===== src/rtl/mem_bus_master.sv =====
// mem_bus_master
//   Byte-stream initiator for the native valid/ready memory bus. Decodes command
//   frames arriving on the rx byte stream, performs one single-word read or
//   write on the bus, and returns a status byte (plus read data) on the tx
//   byte stream. Lets a host load memory and poke peripherals without the CPU.
//
//   Frame: CMD, ADDR0..ADDR3 (little endian), DATA0..DATA3 (writes only).
//     CMD 8'h00        read word
//     CMD 8'b1000_wwww write word, byte enables wwww (wwww = 0 is bad)
//     anything else    bad command, answered with 8'h02, no further bytes eaten
//   Response: 8'h00 (+4 read data bytes, LSB first), 8'h01 timeout, 8'h02 bad cmd.
//
// Ports
//   clk, rst                  clock, asynchronous active-high reset
//   rx_data/rx_valid/rx_ready command byte stream in
//   tx_data/tx_valid/tx_ready response byte stream out
//   mem_valid/mem_ready       bus request / completion
//   mem_addr/mem_wdata        word address ([1:0] = 0) / write data
//   mem_wstrb                 byte enables, 0 = read
//   mem_rdata                 read data, sampled in the mem_ready cycle
//   busy                      high whenever not waiting for a command byte
module mem_bus_master #(
  parameter int TIMEOUT = 1024
) (
  input  logic        clk,
  input  logic        rst,
  input  logic [7:0]  rx_data,
  input  logic        rx_valid,
  output logic        rx_ready,
  output logic [7:0]  tx_data,
  output logic        tx_valid,
  input  logic        tx_ready,
  output logic        mem_valid,
  input  logic        mem_ready,
  output logic [31:0] mem_addr,
  output logic [31:0] mem_wdata,
  output logic [3:0]  mem_wstrb,
  input  logic [31:0] mem_rdata,
  output logic        busy
);

  typedef enum logic [2:0] {
    S_CMD  = 3'd0,
    S_ADDR = 3'd1,
    S_DATA = 3'd2,
    S_BUS  = 3'd3,
    S_RESP = 3'd4
  } state_t;

  // Timeout counter is at least one bit wide so TIMEOUT = 0 (wait forever) still elaborates.
  localparam int TW = (TIMEOUT > 0) ? $clog2(TIMEOUT + 1) : 1;
  localparam logic [TW-1:0] TO_LAST = TW'((TIMEOUT > 0) ? TIMEOUT - 1 : 0);
  localparam logic [TW-1:0] TO_MAX  = {TW{1'b1}};
  localparam logic [TW-1:0] TO_ONE  = TW'(1);

  state_t        state_r;
  logic [1:0]    byte_cnt_r;
  logic          is_write_r;
  logic [TW-1:0] to_cnt_r;
  logic [31:0]   rdata_r;      // read data, shifted out one byte per tx transfer
  logic [2:0]    resp_left_r;  // response bytes still to send after the current one
  logic          rx_ready_r;
  logic [7:0]    tx_data_r;
  logic          tx_valid_r;
  logic          mem_valid_r;
  logic [31:0]   mem_addr_r;
  logic [31:0]   mem_wdata_r;
  logic [3:0]    mem_wstrb_r;
  logic          busy_r;

  // A write command is 1000_wwww with at least one byte enabled.
  function automatic logic is_write_cmd(input logic [7:0] cmd);
    return (cmd[7:4] == 4'b1000) && (cmd[3:0] != 4'b0000);
  endfunction

  assign rx_ready  = rx_ready_r;
  assign tx_data   = tx_data_r;
  assign tx_valid  = tx_valid_r;
  assign mem_valid = mem_valid_r;
  assign mem_addr  = mem_addr_r;
  assign mem_wdata = mem_wdata_r;
  assign mem_wstrb = mem_wstrb_r;
  assign busy      = busy_r;

  // Frame decoder, bus sequencer and response generator with registered outputs.
  always_ff @(posedge clk or posedge rst) begin
    if (rst) begin
      state_r     <= S_CMD;
      byte_cnt_r  <= 2'd0;
      is_write_r  <= 1'b0;
      to_cnt_r    <= {TW{1'b0}};
      rdata_r     <= 32'h0000_0000;
      resp_left_r <= 3'd0;
      rx_ready_r  <= 1'b0;
      tx_data_r   <= 8'h00;
      tx_valid_r  <= 1'b0;
      mem_valid_r <= 1'b0;
      mem_addr_r  <= 32'h0000_0000;
      mem_wdata_r <= 32'h0000_0000;
      mem_wstrb_r <= 4'h0;
      busy_r      <= 1'b0;
    end else begin
      case (state_r)
        S_CMD: begin
          // rx_ready is (re)asserted here, so it rises one edge after reset release.
          rx_ready_r <= 1'b1;
          if (rx_valid && rx_ready_r) begin
            byte_cnt_r <= 2'd0;
            if (rx_data == 8'h00) begin
              is_write_r  <= 1'b0;
              mem_wstrb_r <= 4'h0;
              mem_wdata_r <= 32'h0000_0000;
              busy_r      <= 1'b1;
              state_r     <= S_ADDR;
            end else if (is_write_cmd(rx_data)) begin
              is_write_r  <= 1'b1;
              mem_wstrb_r <= rx_data[3:0];
              busy_r      <= 1'b1;
              state_r     <= S_ADDR;
            end else begin
              // Bad command: answer at once, consume nothing more.
              rx_ready_r  <= 1'b0;
              tx_data_r   <= 8'h02;
              tx_valid_r  <= 1'b1;
              resp_left_r <= 3'd0;
              busy_r      <= 1'b1;
              state_r     <= S_RESP;
            end
          end else begin
            state_r <= S_CMD;
          end
        end

        S_ADDR: begin
          if (rx_valid && rx_ready_r) begin
            case (byte_cnt_r)
              2'd0:    mem_addr_r[7:0]   <= {rx_data[7:2], 2'b00};
              2'd1:    mem_addr_r[15:8]  <= rx_data;
              2'd2:    mem_addr_r[23:16] <= rx_data;
              default: mem_addr_r[31:24] <= rx_data;
            endcase
            byte_cnt_r <= byte_cnt_r + 2'd1;
            if (byte_cnt_r == 2'd3) begin
              if (is_write_r) begin
                state_r <= S_DATA;
              end else begin
                rx_ready_r  <= 1'b0;
                mem_valid_r <= 1'b1;
                to_cnt_r    <= {TW{1'b0}};
                state_r     <= S_BUS;
              end
            end else begin
              state_r <= S_ADDR;
            end
          end else begin
            state_r <= S_ADDR;
          end
        end

        S_DATA: begin
          if (rx_valid && rx_ready_r) begin
            case (byte_cnt_r)
              2'd0:    mem_wdata_r[7:0]   <= rx_data;
              2'd1:    mem_wdata_r[15:8]  <= rx_data;
              2'd2:    mem_wdata_r[23:16] <= rx_data;
              default: mem_wdata_r[31:24] <= rx_data;
            endcase
            byte_cnt_r <= byte_cnt_r + 2'd1;
            if (byte_cnt_r == 2'd3) begin
              rx_ready_r  <= 1'b0;
              mem_valid_r <= 1'b1;
              to_cnt_r    <= {TW{1'b0}};
              state_r     <= S_BUS;
            end else begin
              state_r <= S_DATA;
            end
          end else begin
            state_r <= S_DATA;
          end
        end

        S_BUS: begin
          // mem_valid is always high here; mem_ready in the limit cycle still wins.
          if (mem_ready) begin
            mem_valid_r <= 1'b0;
            rdata_r     <= mem_rdata;
            tx_data_r   <= 8'h00;
            tx_valid_r  <= 1'b1;
            resp_left_r <= is_write_r ? 3'd0 : 3'd4;
            state_r     <= S_RESP;
          end else if ((TIMEOUT != 0) && (to_cnt_r == TO_LAST)) begin
            mem_valid_r <= 1'b0;
            tx_data_r   <= 8'h01;
            tx_valid_r  <= 1'b1;
            resp_left_r <= 3'd0;
            state_r     <= S_RESP;
          end else if (to_cnt_r != TO_MAX) begin
            to_cnt_r <= to_cnt_r + TO_ONE;
          end else begin
            to_cnt_r <= to_cnt_r;
          end
        end

        S_RESP: begin
          if (tx_ready) begin
            if (resp_left_r == 3'd0) begin
              tx_valid_r <= 1'b0;
              rx_ready_r <= 1'b1;
              busy_r     <= 1'b0;
              state_r    <= S_CMD;
            end else begin
              tx_data_r   <= rdata_r[7:0];
              rdata_r     <= {8'h00, rdata_r[31:8]};
              resp_left_r <= resp_left_r - 3'd1;
            end
          end else begin
            state_r <= S_RESP;
          end
        end

        default: begin
          state_r     <= S_CMD;
          rx_ready_r  <= 1'b0;
          tx_valid_r  <= 1'b0;
          mem_valid_r <= 1'b0;
          busy_r      <= 1'b0;
        end
      endcase
    end
  end

endmodule


===== config.mk =====
export PLATFORM = sky130hd
export DESIGN_NAME = mem_bus_master
export DESIGN_NICKNAME = d
export VERILOG_FILES = /design/src/rtl/mem_bus_master.sv
export SDC_FILE = /design/constraint.sdc
export NUM_CORES = 1
export LEC_CHECK = 0
export BUFFER_PORTS_ARGS = -buffer_cell sky130_fd_sc_hd__buf_2
export CORE_ASPECT_RATIO = 0.6
export CORE_MARGIN = 2
export CORE_UTILIZATION = 55
export DETAILED_ROUTE_END_ITERATION = 12
export GPL_TIMING_DRIVEN = 0
export PLACE_DENSITY = 0.8
export REMOVE_ABC_BUFFERS = 1
export SYNTH_ARGS = -nofsm -noshare
export SYNTH_HDL_FRONTEND = slang
export SYNTH_SLANG_ARGS = --single-unit

===== constraint.sdc =====
create_clock -name clk -period 5.78 [get_ports clk]
set_input_delay 0.867 -clock clk [delete_from_list [all_inputs] [get_ports clk]]
set_output_delay 0.867 -clock clk [all_outputs]
set_load 0.02 [all_outputs]

==> tab_implementation.tex <==
\begin{tabular}{lr}
\hline
Metric & Value \\
\hline
\multicolumn{2}{l}{\textbf{Outcome}} \\
Result of the run & completed \\
\multicolumn{2}{l}{\textbf{Power}} \\
Logic gate share of total power & $\sim$28\% \\
Largest vdd supply drop & 248 uV \\
Overall power of the completed layout & 3.19 mW \\
Share of total power in sequential cells & 38.1\% \\
Int Power & 2.15 mW \\
Share of total power consumed by net switching & around a third \\
Pleak & 3.73 nW \\
Part of the power in the clock network & 34.0\% \\
Cell Pwr Density & 441 mW/mm\^{}2 \\
Switching pwr & 1.04 mW \\
\multicolumn{2}{l}{\textbf{Die}} \\
Initial Utilization & 55.9\% \\
Horizontal die dimension & 137 microns \\
Die Y-Extent & 84.0 microns \\
Count of boundary I/O pins & 125 \\
Core area & 0.0105 sq mm \\
Die Area & 0.0115 sq mm \\
Rows & 29 \\
\multicolumn{2}{l}{\textbf{Critical path}} \\
Number of cells on the critical path & 5 \\
Endpoint of the worst register-to-register path & rdata\_r[14] \\
Critical path's most frequent cell & sky130\_fd\_sc\_hd\_\_nor2\_1 \\
Startpoint of the worst-slack reg-to-reg timing path & state\_r[0] \\
R2R Setup Slk & 1.84 ns \\
Worst EP arrival & 4.23 ns \\
Slowest cell on the critical path & sky130\_fd\_sc\_hd\_\_o22a\_1 \\
Crit path max-delay family & simple AND/OR/NAND/NOR gates \\
Cells on worst reg2reg path & 5 \\
Critical path cell sequence & nor2\_1, nand2\_1, nor2\_1, o22a\_1, mux2\_2 \\
CP startpoint & state\_r[0] \\
Worst Setup End Kind & flip-flop \\
Kind of critical path & reg -> reg \\
Critical Path End & rdata\_r[14] \\
Startpoint kind of the worst setup timing path & flip-flop \\
Critical path fanouts, max & 32 \\
Maximum cell stage delay along the critical path & 0.99 ns \\
Required arrival time at the worst endpoint & approximately 6 ns \\
Combined buffer and inverter count along the critical path & 0 \\
\multicolumn{2}{l}{\textbf{Placed design}} \\
\# port buffers & 122 \\
Routability Congestion & between 0.8 and 0.9 \\
Placed instance area & 0.00662 sq mm \\
Final HPWL from detailed placement & around 9.5 mm \\
Post-Place Cells & 746 \\
\multicolumn{2}{l}{\textbf{STA}} \\
Worst clock skew on the final layout & roughly 0.010 ns \\
Final period util & 68.1\% \\
Unrepaired setup endpoints after global routing & false \\
Worst max-slew margin expressed relative to the limit & 11.4\% \\
Final critical-path required period & 3.94 ns \\
Maximum clock rate & about 250 MHz \\
Total setup violations reported at the end of the flow & 0 \\
Post-route setup TNS & 0 ns \\
Number of hold violations in the final report & 0 \\
Final max-slew violation count & 0 \\
Pin slew with the least headroom to its limit & 1.32 ns \\
\multicolumn{2}{l}{\textbf{Min path}} \\
Type of the most critical hold path & in -> async \\
\multicolumn{2}{l}{\textbf{Layout}} \\
Fin util & 68.9\% \\
Layout Cells excl Fill & between 700 and 800 \\
Layout cells sized above 1 & 39.1\% \\
Cell area after layout & 0.00723 sq mm \\
Number of nets at the end of the flow & 679 \\
Commonest non-fill, non-tap cells in the layout & 130 x sky130\_fd\_sc\_hd\_\_dfrtp\_1, 122 x sky130\_fd\_sc\_hd\_\_buf\_2, 82 x sky130\_fd\_sc\_hd\_\_mux2\_2, 68 x sky130\_fd\_sc\_hd\_\_nand2\_1, 23 x sky130\_fd\_sc\_hd\_\_o21ai\_0 \\
Diode insertion count for antenna repair & 0 \\
Layout overhead on the synthesized area & 23.2\% \\
Leading cell type in the layout, fill and taps excluded & sky130\_fd\_sc\_hd\_\_dfrtp\_1 \\
\multicolumn{2}{l}{\textbf{Clocking}} \\
Clock tree from TritonCTS & built \\
Inserted Clock Buffers & 17 \\
Post-CTS Hold Fix Bufs & 0 \\
Worst skew pair latency & roughly 0.41 ns \\
Root Driver & sky130\_fd\_sc\_hd\_\_clkbuf\_16 \\
Number of gates resized after CTS & 0 \\
Clock-pin slew reported for the worst setup and hold paths after clock tree synthesis & 0.06 ns \\
H-tree depth & 4 \\
Clock Tree Buf Depth & 2 \\
Post-CTS Setup Bufs & 0 \\
Clock net sink count & 130 \\
\multicolumn{2}{l}{\textbf{Global routing}} \\
First-pass GRT wire length & approximately 23 mm \\
Sum of overflow across all layers after global routing & 0 \\
Vias in the first global route & 4,457 \\
Antenna violations before repair & 0 \\
Largest net degree at the start of global routing & 104 \\
Overall routing resource usage & 25.7\% \\
\multicolumn{2}{l}{\textbf{Routing}} \\
ANT nets after route & 0 \\
Detailed-routing iteration count for the pre-antenna-repair pass & 4 \\
Detailed Route WL & about 14 mm \\
Average vias per placed instance & 5.63 \\
Vias after detailed routing & 4,384 \\
Routed length per placed instance & 17.8 microns \\
Iter 0 DRT Violations & 230 \\
Number of remaining DRC errors & 0 \\
\multicolumn{2}{l}{\textbf{Logic synthesis}} \\
Share of Yosys cell area claimed by the top area cell type & 55.5\% \\
Number of enable-type register cells in the synthesized netlist & 0 \\
Cell accounting for the most synthesized area & sky130\_fd\_sc\_hd\_\_dfrtp\_1 \\
Count of cell types in the netlist & 52 \\
Number of cells produced by synthesis & 504 \\
Count of synthesis-stage warnings from yosys & 0 \\
Cell area after technology mapping & 0.00587 sq mm \\
Top cells by area, synth & sky130\_fd\_sc\_hd\_\_dfrtp\_1 55\%, sky130\_fd\_sc\_hd\_\_mux2\_2 16\%, sky130\_fd\_sc\_hd\_\_nand2\_1 4.4\% \\
Commonest register cell after synthesis & sky130\_fd\_sc\_hd\_\_dfrtp\_1 \\
Flop and latch count out of synthesis & 130 \\
Asr flop ratio synth & 100\% \\
Syn\_area\_per\_cell & approximately 12 sq um \\
Seq/Total Area, Yosys & 55.5\% \\
\multicolumn{2}{l}{\textbf{Run}} \\
Count of maximum capacitance violations & 0 \\
\hline
\end{tabular}
cell usage after synthesis, drive strengths merged, types with 2 or more instances:
library cell	count
a2111oi	2
a211oi	2
a21oi	15
a22o	8
a311oi	2
and2	11
and3b	2
buf	5
clkbuf	17
dfrtp	130
ha	7
inv	19
mux2	84
mux2i	14
nand2	68
nand3	6
nand3b	2
nand4	3
nor2	20
nor2b	3
nor3	12
nor4	2
o21ai	27
o22ai	3
o31ai	3
o41ai	7
or2	2
or3	3
or4	2
xnor2	7
xor2	2
area by class of cell:
type | count | area, sq um
clock inverter | 13 | 160
multi-input combinational | 334 | 2460
sequential | 130 | 3250
timing repair buffer | 125 | 661
fill | 749 | 3260
tap | 139 | 174
clock buffer | 18 | 439
inverter | 19 | 76.3
cell families (layout without fill, tap and decap cells):
family | Yosys count | after routing | synth area share (%)
fa+ha+maj | 7 | 7 | 1.49
xor+xnor | 9 | 9 | 1.34
mux | 98 | 98 | 18.5
other cells | 1 | 2 | 0.0639
buf+inv | 41 | 175 | 2.79
simple gates | 140 | 140 | 11.1
compound gates | 78 | 78 | 9.26
flops | 130 | 130 | 55.5
state kept, by name (all words and copies together) (netlist names), 2 cells and up:
name         flops
mem_wdata       32
rdata_r         32
mem_addr        30
to_cnt_r        11
tx_data          8
mem_wstrb        4
resp_left_r      3
state_r          3
byte_cnt_r       2
worst min-delay path by stage:
stage / endpoint / cells past startpoint / slack [ns]
2_1_floorplan: resp_left_r[0] / 1 / 0.45
3_3_place_gp: mem_wdata[20] / 1 / 0.47
3_5_place_dp: mem_wdata[7] / 1 / 0.48
4_1_cts: rdata_r[13] / 2 / 0.40
5_1_grt: tx_data[4] / 2 / 0.41
6_report: mem_wstrb[2] / 2 / 0.41
worst reg2reg max path: stages (launching register included):
cell and delay [ns]:
sky130_fd_sc_hd__dfrtp_1 0.58, sky130_fd_sc_hd__nor2_1 0.46, sky130_fd_sc_hd__nand2_1 0.76, sky130_fd_sc_hd__nor2_1 0.60
sky130_fd_sc_hd__o22a_1 0.99, sky130_fd_sc_hd__mux2_2 0.44
power by group through the flow:
stage / logic (mW) / clock network (mW) / registers, mW
after CTS: 0.886 / 1.10 / 1.21
after global placement: 0.835 / 0 / 1.21
after global routing: 0.970 / 1.14 / 1.24
final: 0.890 / 1.08 / 1.21
after detailed placement: 0.880 / 0 / 1.22
after floorplan: 0.509 / 0 / 1.31
stage by stage:
stage,setup WS [ns],hold slack (ns)
after detailed placement,1.92,0.483
after global routing,1.59,0.413
final,1.84,0.410
after global placement,0.168,0.468
after floorplan,1.44,0.451
after CTS,1.87,0.402
layer usage:
metal  global-route usage (%)  vias up  wire (microns)
li1                         -     2029               -
met1                     35.9     2210            6450
met2                     38.9      133            6540
met3                     7.77       12             737
met4                     7.97        0             131
met5                        0        -               0
(Power assumes the default switching activity.)
